--- src/rtl/robs_control.sv ---
// Moore control unit for the signed Robertson multiplier datapath: sequences the
// load, add/subtract, shift and store steps of one multiply through control word c.
module robs_control #(
    parameter int WIDTH = 8,
    parameter int ITW   = 4
) (
    input  logic        clk,
    input  logic        reset,
    input  logic        start,
    input  logic        zr,
    input  logic        zq,
    output logic [14:0] c,
    output logic        busy,
    output logic        done,
    output logic        err
);

    localparam logic [3:0] S_IDLE  = 4'd0;
    localparam logic [3:0] S_LOAD  = 4'd1;
    localparam logic [3:0] S_INIT  = 4'd2;
    localparam logic [3:0] S_TEST  = 4'd3;
    localparam logic [3:0] S_ADD   = 4'd4;
    localparam logic [3:0] S_ADDWB = 4'd5;
    localparam logic [3:0] S_SHLD  = 4'd6;
    localparam logic [3:0] S_SHWB  = 4'd7;
    localparam logic [3:0] S_CHK   = 4'd8;
    localparam logic [3:0] S_STORE = 4'd9;
    localparam logic [3:0] S_DONE  = 4'd10;

    // The last iteration handles the multiplier's sign bit and must subtract Y.
    localparam logic [ITW-1:0] IDX_SIGN = ITW'(WIDTH - 1);
    localparam logic [ITW-1:0] IDX_END  = ITW'(WIDTH);

    logic [3:0]     state;
    logic [3:0]     state_nx;
    logic [ITW-1:0] idx;
    logic           alu_add;

    // NOTE: sequential state uses non-blocking assignments so every flop samples pre-edge values.
    always_ff @(posedge clk or negedge reset) begin
        if (!reset) begin
            state <= S_IDLE;
        end else begin
            state <= state_nx;
        end
    end

    always_ff @(posedge clk or negedge reset) begin
        if (!reset) begin
            idx <= '0;
        end else if (state == S_LOAD) begin
            idx <= '0;
        end else if (state == S_SHWB) begin
            idx <= idx + ITW'(1);
        end
    end

    // Sticky cross-check between the datapath counter and our own iteration count.
    always_ff @(posedge clk or negedge reset) begin
        if (!reset) begin
            err <= 1'b0;
        end else if (state == S_CHK && (zq != (idx == IDX_END))) begin
            err <= 1'b1;
        end
    end

    // NOTE: assigning a default before the case keeps this block latch-free and sends illegal codes to IDLE.
    always_comb begin
        state_nx = S_IDLE;
        case (state)
            S_IDLE:  state_nx = start ? S_LOAD : S_IDLE;
            S_LOAD:  state_nx = S_INIT;
            S_INIT:  state_nx = S_TEST;
            S_TEST:  state_nx = zr ? S_SHLD : S_ADD;
            S_ADD:   state_nx = S_ADDWB;
            S_ADDWB: state_nx = S_SHLD;
            S_SHLD:  state_nx = S_SHWB;
            S_SHWB:  state_nx = S_CHK;
            S_CHK:   state_nx = zq ? S_STORE : S_TEST;
            S_STORE: state_nx = S_DONE;
            S_DONE:  state_nx = start ? S_LOAD : S_DONE;
            default: state_nx = S_IDLE;
        endcase
    end

    assign alu_add = (idx != IDX_SIGN);

    always_comb begin
        c = '0;
        case (state)
            S_LOAD: begin
                c[0] = 1'b1;
                c[1] = 1'b1;
                c[2] = 1'b1;
                c[3] = 1'b1;
            end
            S_INIT: begin
                c[8] = 1'b1;
                c[9] = 1'b1;
            end
            S_ADD: begin
                c[10] = alu_add;
            end
            S_ADDWB: begin
                c[8]   = 1'b1;
                c[5:4] = 2'b10;
                c[10]  = alu_add;
            end
            S_SHLD: begin
                c[11] = 1'b1;
                c[12] = 1'b1;
            end
            S_SHWB: begin
                c[8]   = 1'b1;
                c[9]   = 1'b1;
                c[12]  = 1'b1;
                c[5:4] = 2'b01;
                c[6]   = 1'b1;
                c[13]  = 1'b1;
            end
            S_STORE: begin
                c[14] = 1'b1;
                c[3]  = 1'b1;
                c[7]  = 1'b1;
            end
            default: c = '0;
        endcase
    end

    assign busy = (state != S_IDLE) && (state != S_DONE);
    assign done = (state == S_DONE);

endmodule

--- config.mk ---
export PLATFORM = sky130hd
export DESIGN_NAME = robs_control
export DESIGN_NICKNAME = d
export VERILOG_FILES = /design/src/rtl/robs_control.sv
export SDC_FILE = /design/constraint.sdc
export NUM_CORES = 1
export LEC_CHECK = 0
export CAP_MARGIN = 20
export CORE_MARGIN = 3
export CORE_UTILIZATION = 43
export DETAILED_ROUTE_END_ITERATION = 8
export GPL_TIMING_DRIVEN = 1
export PLACE_DENSITY = 0.77
export SLEW_MARGIN = 10
export SYNTH_ARGS = -nofsm -noshare
export SYNTH_HDL_FRONTEND = slang
export SYNTH_SLANG_ARGS = --single-unit
--- constraint.sdc ---
create_clock -name clk -period 1.4 [get_ports clk]
set_input_delay 0.14 -clock clk [delete_from_list [all_inputs] [get_ports clk]]
set_output_delay 0.14 -clock clk [all_outputs]
set_load 0.01 [all_outputs]
==> reports/metrics.cfg, run 1 <==
[timing]
hold_ws_ns=0.1779
finalWorstSetupSlack_ns=-0.2230
tightest_slew_ns=0.4310
rsz0062_at_grt=yes
fin_skew_ns=0.0008093
hold_viol=0
setup_viol=19
fmax_mhz=616.1
drv_slew=0
period_needed_ns=1.623
slew_headroom_pct=71.18
fin_crit_sh_pct=115.9

[worst_setup_path]
ff2ff_path_depth=7
cp_top_family=buffers and inverters
worstSetupPathType=reg -> out
worstPathRequired_ns=1.26
arrival_ns=1.48
worstSetupEndpointType=output pin
cp_num_buf_inv=4
crit_start=state[2]
r2r_start=state[2]
cp_slowest_cell=dfrtp_1
r2r_end=idx[3]
reg2reg_slack_ns=-0.16
crit_fanout=3
start_kind=register
cpMostUsedCell=buf_6
path_cells=buf_6, buf_6, or2_4, nor2_4, buf_6, buf_6
max_stage_delay_ns=0.40

[floorplan]
ioPinCount=23
core_area_um2=1383
dieHeight_um=45.38
die_area_um2=2059
fp.dieW_um=45.38
core.rowCount=13
initial_core_util_pct=48.24

[outcome]
status=complete, but fails checks
violations=negative setup slack

[layout]
area_growth_pct=94.56
fin_util_pct=93.85
drive_gt1_share_pct=61.76
fin_nets=144
antenna_cells=0

[hold_path]
worstHoldPathType=in -> async

[power_and_ir_drop]
power.total_mw=3.048
p_leak_nw=0.6426
ir_worst_vdd_uv=1794
power.density_nw_per_um2=2349

[synthesis]
synth_top_area_share_pct=33.77
synth.distinct_cells=30
synth_area_leaders=dfrtp_1 34%, nor2_1 6.8%, buf_4 5.6%
synth_top_family_by_area=simple AND/OR/NAND/NOR gates
synth_nets=86
synthAdderAreaFrac_pct=3.752
netlist_area_um2=666.9
syn_inst=79
synth_area_leader_cell=dfrtp_1
ys.warnings.count=0
yosysSeqAreaShare_pct=33.77
synth_compound_area_share_pct=18.20
synthMuxAreaShare_pct=1.501
yosys.area_share.simple_pct=26.83
synthXorXnorAreaFrac_pct=3.940
yosys_register_bits=9
avgSynthCellArea_um2=8.442

[clock_tree]
clockBufferDepth=2
ctsHoldBuffers=0
insertion_delay_ns=0.27
cts-root-buf=clkbuf_4
h-tree-depth=1
cts_tree=built
cts_buffers=3
clkSinkCount=9
clkTransAtPathRegs_ns=0.06

[global_route]
grt_max_degree=10
grt_pass1_vias=832
gr-total-overflow=0
grt_usage_pct=29.95
antenna_found_initial=0
grt_pass1_wl_um=4195

[route]
first_iter_violations=20
vias=871
routedWlPerCell_um=20.15
wl_um=3042
first_pass_iters=4
post-route-drc-count=0
ant_nets=0
via_per_inst=5.768

[run]
cap_viol_max_count=0

[place]
port_buffers=22
hpwlAfterDp_um=1470
place.gp.congestion=0.8257

==> state kept, by name, indices dropped and copies added (netlist names) <==
name,count
idx,4
state,4
err,1
==> worst reg2reg max path, delay by kind of cell, from the launching register on <==
family | cells | cell delay [ns]
flops | 1 | 0.38
compound gates | 1 | 0.14
buf+inv | 4 | 0.48
simple gates | 2 | 0.49
==> cells in the mapped netlist, drive strengths merged <==
cell type,instances
nor2,13
buf,9
dfrtp,9
inv,6
a21oi,4
nand2b,4
nand2,3
o21a,3
ha,2
nand3b,2
nor2b,2
nor3,2
o221ai,2
or2,2
or3,2
xnor2,2
a21boi,1
a21o,1
a22oi,1
a31o,1
mux2i,1
nand3,1
nand4b,1
o21ai,1
o21bai,1
o311a,1
o31ai,1
xor2,1
==> cell families (layout without fill, tap and decap cells) <==
group,count (synthesis),in the layout
XOR/XNOR,3,3
AND/OR/NAND/NOR,32,32
AO/OA/AOI/OAI,17,17
adder cells (fa/ha/maj),2,2
multiplexers,1,1
buffers and inverters,15,72
flip-flops,9,9
==> through the flow <==
stage                     cell area (um^2)  std cells  setup TNS [ns]  setup slack, ns
final                                 1297        151          -1.948          -0.2230
after global routing                  1297        151          -2.604          -0.2489
after CTS                             1197        148          -1.551          -0.1934
after detailed placement              1006        128          -2.918          -0.2339
after global placement                1006        128          -2.606          -0.2186
after floorplan                      666.9         79               0         0.008868
==> power by group <==
group / switching [mW] / total (mW) / internal (mW)
registers: 0.103 / 0.465 / 0.362
logic: 1.08 / 2.37 / 1.30
clock network: 0.0976 / 0.208 / 0.110
==> how the worst max path moves through the flow <==
stage	cells past startpoint	to
after detailed placement	3	busy
after CTS	6	c[1]
after global placement	5	done
final	6	c[1]
after floorplan	4	c[1]
after global routing	6	c[1]
==> metal layers <==
metal	up-vias	global-route usage, %	share of wire (%)
li1	375	-	-
met1	406	38.12	37
met2	72	51.53	49
met3	18	3.557	8.4
met4	0	10.53	5.4
met5	-	0	0
==> cell type report <==
type	count	area [um^2]
timing repair buffer	62	536.8
multi-input combinational	55	462.9
sequential	9	227.7
fill	50	85.08
clock buffer	4	26.28
inverter	6	25.02
tap	15	18.77
==> placed cells by master (no fill, tap or decap), types with 2 or more instances in the layout <==
cell type        instances
or2_4                    2
clkbuf_4                 3
nor3_1                   2
buf_6                   21
nand3b_1                 2
xnor2_1                  2
buf_4                   28
dfrtp_1                  7
dfrtp_2                  2
nor2b_1                  2
o221ai_1                 2
nor2_4                   3
nor2_2                   2
clkdlybuf4s50_1          5
a21oi_1                  2
inv_1                    4
a21oi_2                  2
o21a_1                   3
nor2_1                   8
nand2_2                  2
nand2b_4                 4
buf_2                    7
==> repair_timing <==
action                     4_1_cts  5_1_grt
gates cloned                     0        0
setup endpoints to repair       19       23
resized for setup               97       22
pin swaps                        5        4
setup buffers                   16        6
No activity file was read; power rests on OpenSTA's default activity.
==> inputs of run 2 (changes only) <==
--- a/config.mk
+++ b/config.mk
@@ -6,7 +6,6 @@
 export NUM_CORES = 1
 export LEC_CHECK = 0
 export CAP_MARGIN = 20
-export CORE_MARGIN = 3
 export CORE_UTILIZATION = 43
 export DETAILED_ROUTE_END_ITERATION = 8
 export GPL_TIMING_DRIVEN = 1
==> run 2 against run 1 <==
  * Clock-buffer cell count stayed put
  * Cell count is 5.3% lower
  * Clock skew up 0.0037 ns
  * First-iteration DRC count increased to 2.6 times the previous value
  * Critical endpoint is now c[8]
  * Sequential share of layout area rose by 0.80 points
  * Sequential power grew 3%
  * Die area shrank 17%
  * Worst setup slack improved by 0.035 ns
  * Non-clock buffer count down 8
  * Fmax rose by 2.2%
  * The run still ends with negative setup slack left
  * Total power is 2.7% lower
  * Clock power barely moved
==> reports/metrics.cfg, run 2 (synthesis gave the netlist of run 1 again) <==
[worst_setup_path]
worstSetupPathType=reg -> out
crit_fanout=3  ; unchanged
arrival_ns=1.45  ; -0.03 ns
worstPathRequired_ns=1.26  ; about the same
worstSetupEndpointType=output pin
start_kind=register

[floorplan]
dieHeight_um=41.38  ; -8.8%
core.rowCount=13  ; unchanged
ioPinCount=23  ; unchanged
initial_core_util_pct=48.81  ; +0.57 points
core_area_um2=1366  ; -1.2%
fp.dieW_um=41.38  ; -8.8%
die_area_um2=1712  ; -17%

[power_and_ir_drop]
p_leak_nw=0.6143  ; -4.4%
power.density_nw_per_um2=2378  ; +1.2%
ir_worst_vdd_uv=1728  ; -3.7%

[layout]
antenna_cells=0  ; unchanged
fin_nets=136  ; -5.6%
area_growth_pct=87.05
largest_registers=idx (4), state (4), err (1)
fin_util_pct=91.30  ; -2.5 points
drive_gt1_share_pct=61.72  ; about the same
mostFrequentLayoutCells=22 x buf_4, 20 x buf_6, 8 x nor2_1, 7 x buf_2, 6 x dfrtp_1
final_common_cell=buf_4

[clock_tree]
cts_tree=built
clkSinkCount=9  ; unchanged
ctsHoldBuffers=0  ; unchanged
clockBufferDepth=2  ; unchanged
insertion_delay_ns=0.27  ; about the same
cts-root-buf=clkbuf_4
h-tree-depth=1  ; unchanged
clkTransAtPathRegs_ns=0.06  ; about the same
cts_buffers=3  ; unchanged

[outcome]
status=complete, but fails checks
violations=negative setup slack

[global_route]
grt_usage_pct=29.72  ; -0.23 points
gr-total-overflow=0  ; unchanged
grt_max_degree=11  ; +1
grt_pass1_wl_um=3160  ; -25%
grt_pass1_vias=645  ; -22%
gr-max-usage-layer=met2
met3_usage_pct=3.191  ; -0.37 points
antenna_found_initial=0  ; unchanged
grtUsageMet2_pct=50.39  ; -1.1 points
use_met1_pct=38.28  ; +0.17 points

[timing]
fmax_mhz=629.5  ; +2.2%
tightest_slew_ns=0.4405  ; +0.009472 ns
rsz0062_at_grt=yes
hold_viol=0  ; unchanged
finalWorstSetupSlack_ns=-0.1885  ; +0.03457 ns
hold_ws_ns=0.1781  ; +0.0002040 ns
fin_crit_sh_pct=113.5  ; -2.5 points
slew_headroom_pct=70.54  ; -0.63 points
fin_skew_ns=0.004519  ; +0.003710 ns
drv_slew=0  ; unchanged
period_needed_ns=1.588  ; -0.03458 ns
setup_viol=16  ; -3

[place]
pre_cts_slack_ns=-0.2496  ; -0.01570 ns
hpwlAfterDp_um=1282  ; -13%
port_buffers=22  ; unchanged
place.gp.congestion=0.8587  ; +4.0%

[route]
ant_nets=0  ; unchanged
first_pass_iters=4  ; unchanged
wl_um=2912  ; -4.3%
post-route-drc-count=0  ; unchanged
routedWlPerCell_um=20.36  ; +1.1%
vias=848  ; -2.6%
via_per_inst=5.930  ; +2.8%
first_iter_violations=52  ; +160%

[run]
cap_viol_max_count=0  ; unchanged

[hold_path]
worstHoldPathType=in -> async

run 2: layout make-up:
cell class              count  area (um^2)
repair buffers             54        475.5
multi-input cells          55        473.0
flip-flops and latches      9        229.0
fillers                    58        118.9
clock buffers               4        26.28
inverters                   6        25.02
well taps                  15        18.77
run 2: timing repair:
item,CTS,global route
pin swaps,3,8
endpoints found under the setup margin,19,21
gates resized for setup,88,38
setup buffers,11,5
run 2: path summary, 6_finish.rpt:
path                       startpoint        to  slack [ns]  cells after the start
max                          state[0]      c[8]       -0.19                      6
min                             reset    idx[2]        0.18                      1
max reg2reg                  state[0]    idx[3]       -0.07                      6
min reg2reg                       err       err        0.51                      1
max in group asynchronous       reset  state[2]        0.89                      1
min in group clk                  err       err        0.51                      1
run 2: through the flow:
step / instance area [um^2] / TNS [ns] / power [mW] / instances
finish: 1247 / -1.186 / 2.966 / 143
global route: 1247 / -2.043 / 3.089 / 143
CTS: 1087 / -0.9811 / 2.415 / 142
detailed placement: 998.5 / -2.752 / 1.971 / 127
global placement: 998.5 / -2.158 / 1.936 / 127
floorplan: 666.9 / 0 / 1.225 / 79
run 2: layer usage:
layer | share of wire [%] | wire, um
met1 | 37 | 1091
met3 | 8.9 | 259
met4 | 4.6 | 134
met5 | 0 | 0
met2 | 49 | 1427
run 2: worst max-delay path, cell delays in order (launching register included):
cell	delay, ns
dfrtp_1	0.41
buf_6	0.14
buf_6	0.10
nand2b_4	0.14
o21a_1	0.17
nor2_1	0.09
buf_2	0.14
run 2: power breakdown:
group | switching (mW) | internal, mW | leakage [nW]
Combinational | 1.06 | 1.21 | 0.489
Sequential | 0.116 | 0.365 | 0.110
Clock | 0.0983 | 0.110 | 0.0150
==> RTL change: new RTL, config.mk and constraints of run 1 <==
Set the parameter `ITW` to 3 (it was 4).
--- a/src/rtl/robs_control.sv
+++ b/src/rtl/robs_control.sv
@@ -2,7 +2,7 @@
 // load, add/subtract, shift and store steps of one multiply through control word c.
 module robs_control #(
     parameter int WIDTH = 8,
-    parameter int ITW   = 4
+    parameter int ITW   = 3
 ) (
     input  logic        clk,
     input  logic        reset,
Behaviour: no difference found for any inputs over 10 cycles, from zero or initial values and one cycle with reset low; that may be too few to reach the edited logic, so the function may still have changed.
==> RTL change against run 1 <==
  * The run still ends with setup timing left
  * Total power fell by 5.9%
  * Utilization down 13 points
  * Combinational power fell by 7%
  * Clock power fell by 12%
  * Sequential cell count shrank 1
  * Cell area is 13% lower
  * Wire length fell by 29%
  * Area after synthesis grew 3.0%
  * Global-route usage shrank 9.5 points
  * Worst setup slack better by 0.11 ns
==> RTL change: results <==
{
  "fin_nets": 129,
  "p_leak_nw": 0.563,
  "synth_compound_area_share_pct": 15.3,
  "hp-class": "in -> async",
  "antenna_found_initial": 0,
  "arrival_ns": 1.37,
  "synthArstFlopShare_pct": 100,
  "place_ws_ns": -0.245,
  "synth_commonest_cells": "nor2_1, dfrtp_1",
  "setup_viol": 9,
  "reg2reg_slack_ns": -0.01,
  "ys_warn_count": 0,
  "grt_pass1_vias": 696,
  "cts-root-buf": "clkbuf_4",
  "crit_family": "flip-flops",
  "synthTopCellsByArea": "dfrtp_1, buf_4, ha_1",
  "vias_per_cell": 5.53,
  "dp_hpwl_mm": 1.43,
  "maxSlewHeadroom_pct": 75.6,
  "drtIter0Drc": 13,
  "violations": "setup timing",
  "p_sw_w": 0.00129,
  "synth_fp_nets": 88,
  "ir_drop_mv": 1.49,
  "grt_pass1_wl_mm": 3.05,
  "synth_mux_area_share_pct": 1.46,
  "finalClockSkew_ns": 0.00214,
  "setup_ws_ns": -0.113,
  "holdWs_ns": 0.160,
  "layout-drive-gt1-share_pct": 61.3,
  "cp_max_fo": 3,
  "crit_path_max_incr_delay_ns": 0.44,
  "io_buffers": 22,
  "synth_cell_types": 32,
  "yosys.area_share.adder_pct": 5.46,
  "reg_top3": "state: 4 flops, idx: 3 flops, err: 1 flops",
  "wl_mm": 2.15,
  "clk_latency_ns": 0.26,
  "grt_max_degree": 10,
  "grt_usage_pct": 20.5,
  "cts_buffers": 3,
  "antenna_cells": 0,
  "h-tree-depth": 1,
  "yosysSeqAreaShare_pct": 29.1,
  "synthXorXnorAreaFrac_pct": 3.83,
  "fillers": 92,
  "crit_slowest_cell": "dfrtp_1",
  "place.gp.congestion": 0.840,
  "status": "finished with violations",
  "clkTransAtPathRegs_ns": 0.06,
  "clock_path_buffers": 2,
  "drt-pass1-iter-count": 4
}
==> RTL change: cell count changes in the layout (fill, tap and decap cells not counted), moves of 3 or more <==
cell	run 1	this run
nand3_1	1	4
o21a_1	3	0
nand2_1	1	5
buf_6	21	10
nor2_4	3	0
buf_4	28	15
buf_2	7	14
==> RTL change: cells by family (layout without fill, tap and decap cells) <==
kind of cell / after synthesis / in the layout
compound gates: 13 / 13
xor+xnor: 3 / 3
fa+ha+maj: 3 / 3
buf+inv: 14 / 53
flops: 8 / 8
mux: 1 / 1
simple gates: 38 / 38
==> RTL change: power groups by stage <==
stage               Sequential, W  Combinational [W]  Clock [W]
finish                   0.000482            0.00220   0.000183
floorplan                0.000409            0.00107          0
global route             0.000495            0.00237   0.000201
detailed placement       0.000430            0.00182          0
CTS                      0.000457            0.00193   0.000182
global placement         0.000423            0.00176          0
==> RTL change: worst paths after layout <==
kind,cells after the start,from,endpoint
min in group clk,2,err$_DFFE_PN0P_,err$_DFFE_PN0P_
setup reg to reg,6,state[1]$_DFF_PN0_,idx[1]$_DFFE_PN0P_
setup / recovery,4,state[0]$_DFF_PN0_,c[8]
hold / removal,1,reset,err$_DFFE_PN0P_
max in group asynchronous,1,reset,state[2]$_DFF_PN0_
hold reg to reg,2,err$_DFFE_PN0P_,err$_DFFE_PN0P_
==> RTL change: repair_timing <==
item                                    4_1_cts  5_1_grt
setup buffers                                 4        1
pin swaps                                     5        7
gates cloned                                  1        0
endpoints found under the setup margin       20       17
resized for setup                            82       25
==> RTL change: final cells by class <==
class | instances | area share [%]
Inverter | 5 | 2.10
Tap cell | 15 | 1.66
Multi-Input combinational cell | 58 | 44.9
Clock buffer | 3 | 1.99
Sequential cell | 8 | 17.9
Timing Repair Buffer | 45 | 31.4
==> RTL change: layer usage <==
layer  share of wire [%]  up-vias  GRT usage [%]
met5                   0        -              0
met4                 1.9        0           5.11
met3                 6.7        4           5.93
met2                  55       34           38.2
met1                  36      359           22.1
li1                    -      344              -
==> RTL change: metrics by stage <==
stage | cell area [sq um] | TNS, ns | instances | util, %
global route | 1130 | -1.09 | 134 | 80.9
floorplan | 687 | 0 | 80 | -
detailed placement | 977 | -2.71 | 125 | 69.9
global placement | 977 | -2.08 | 125 | 69.9
finish | 1130 | -0.486 | 134 | 80.9
CTS | 1060 | -0.241 | 133 | 75.7
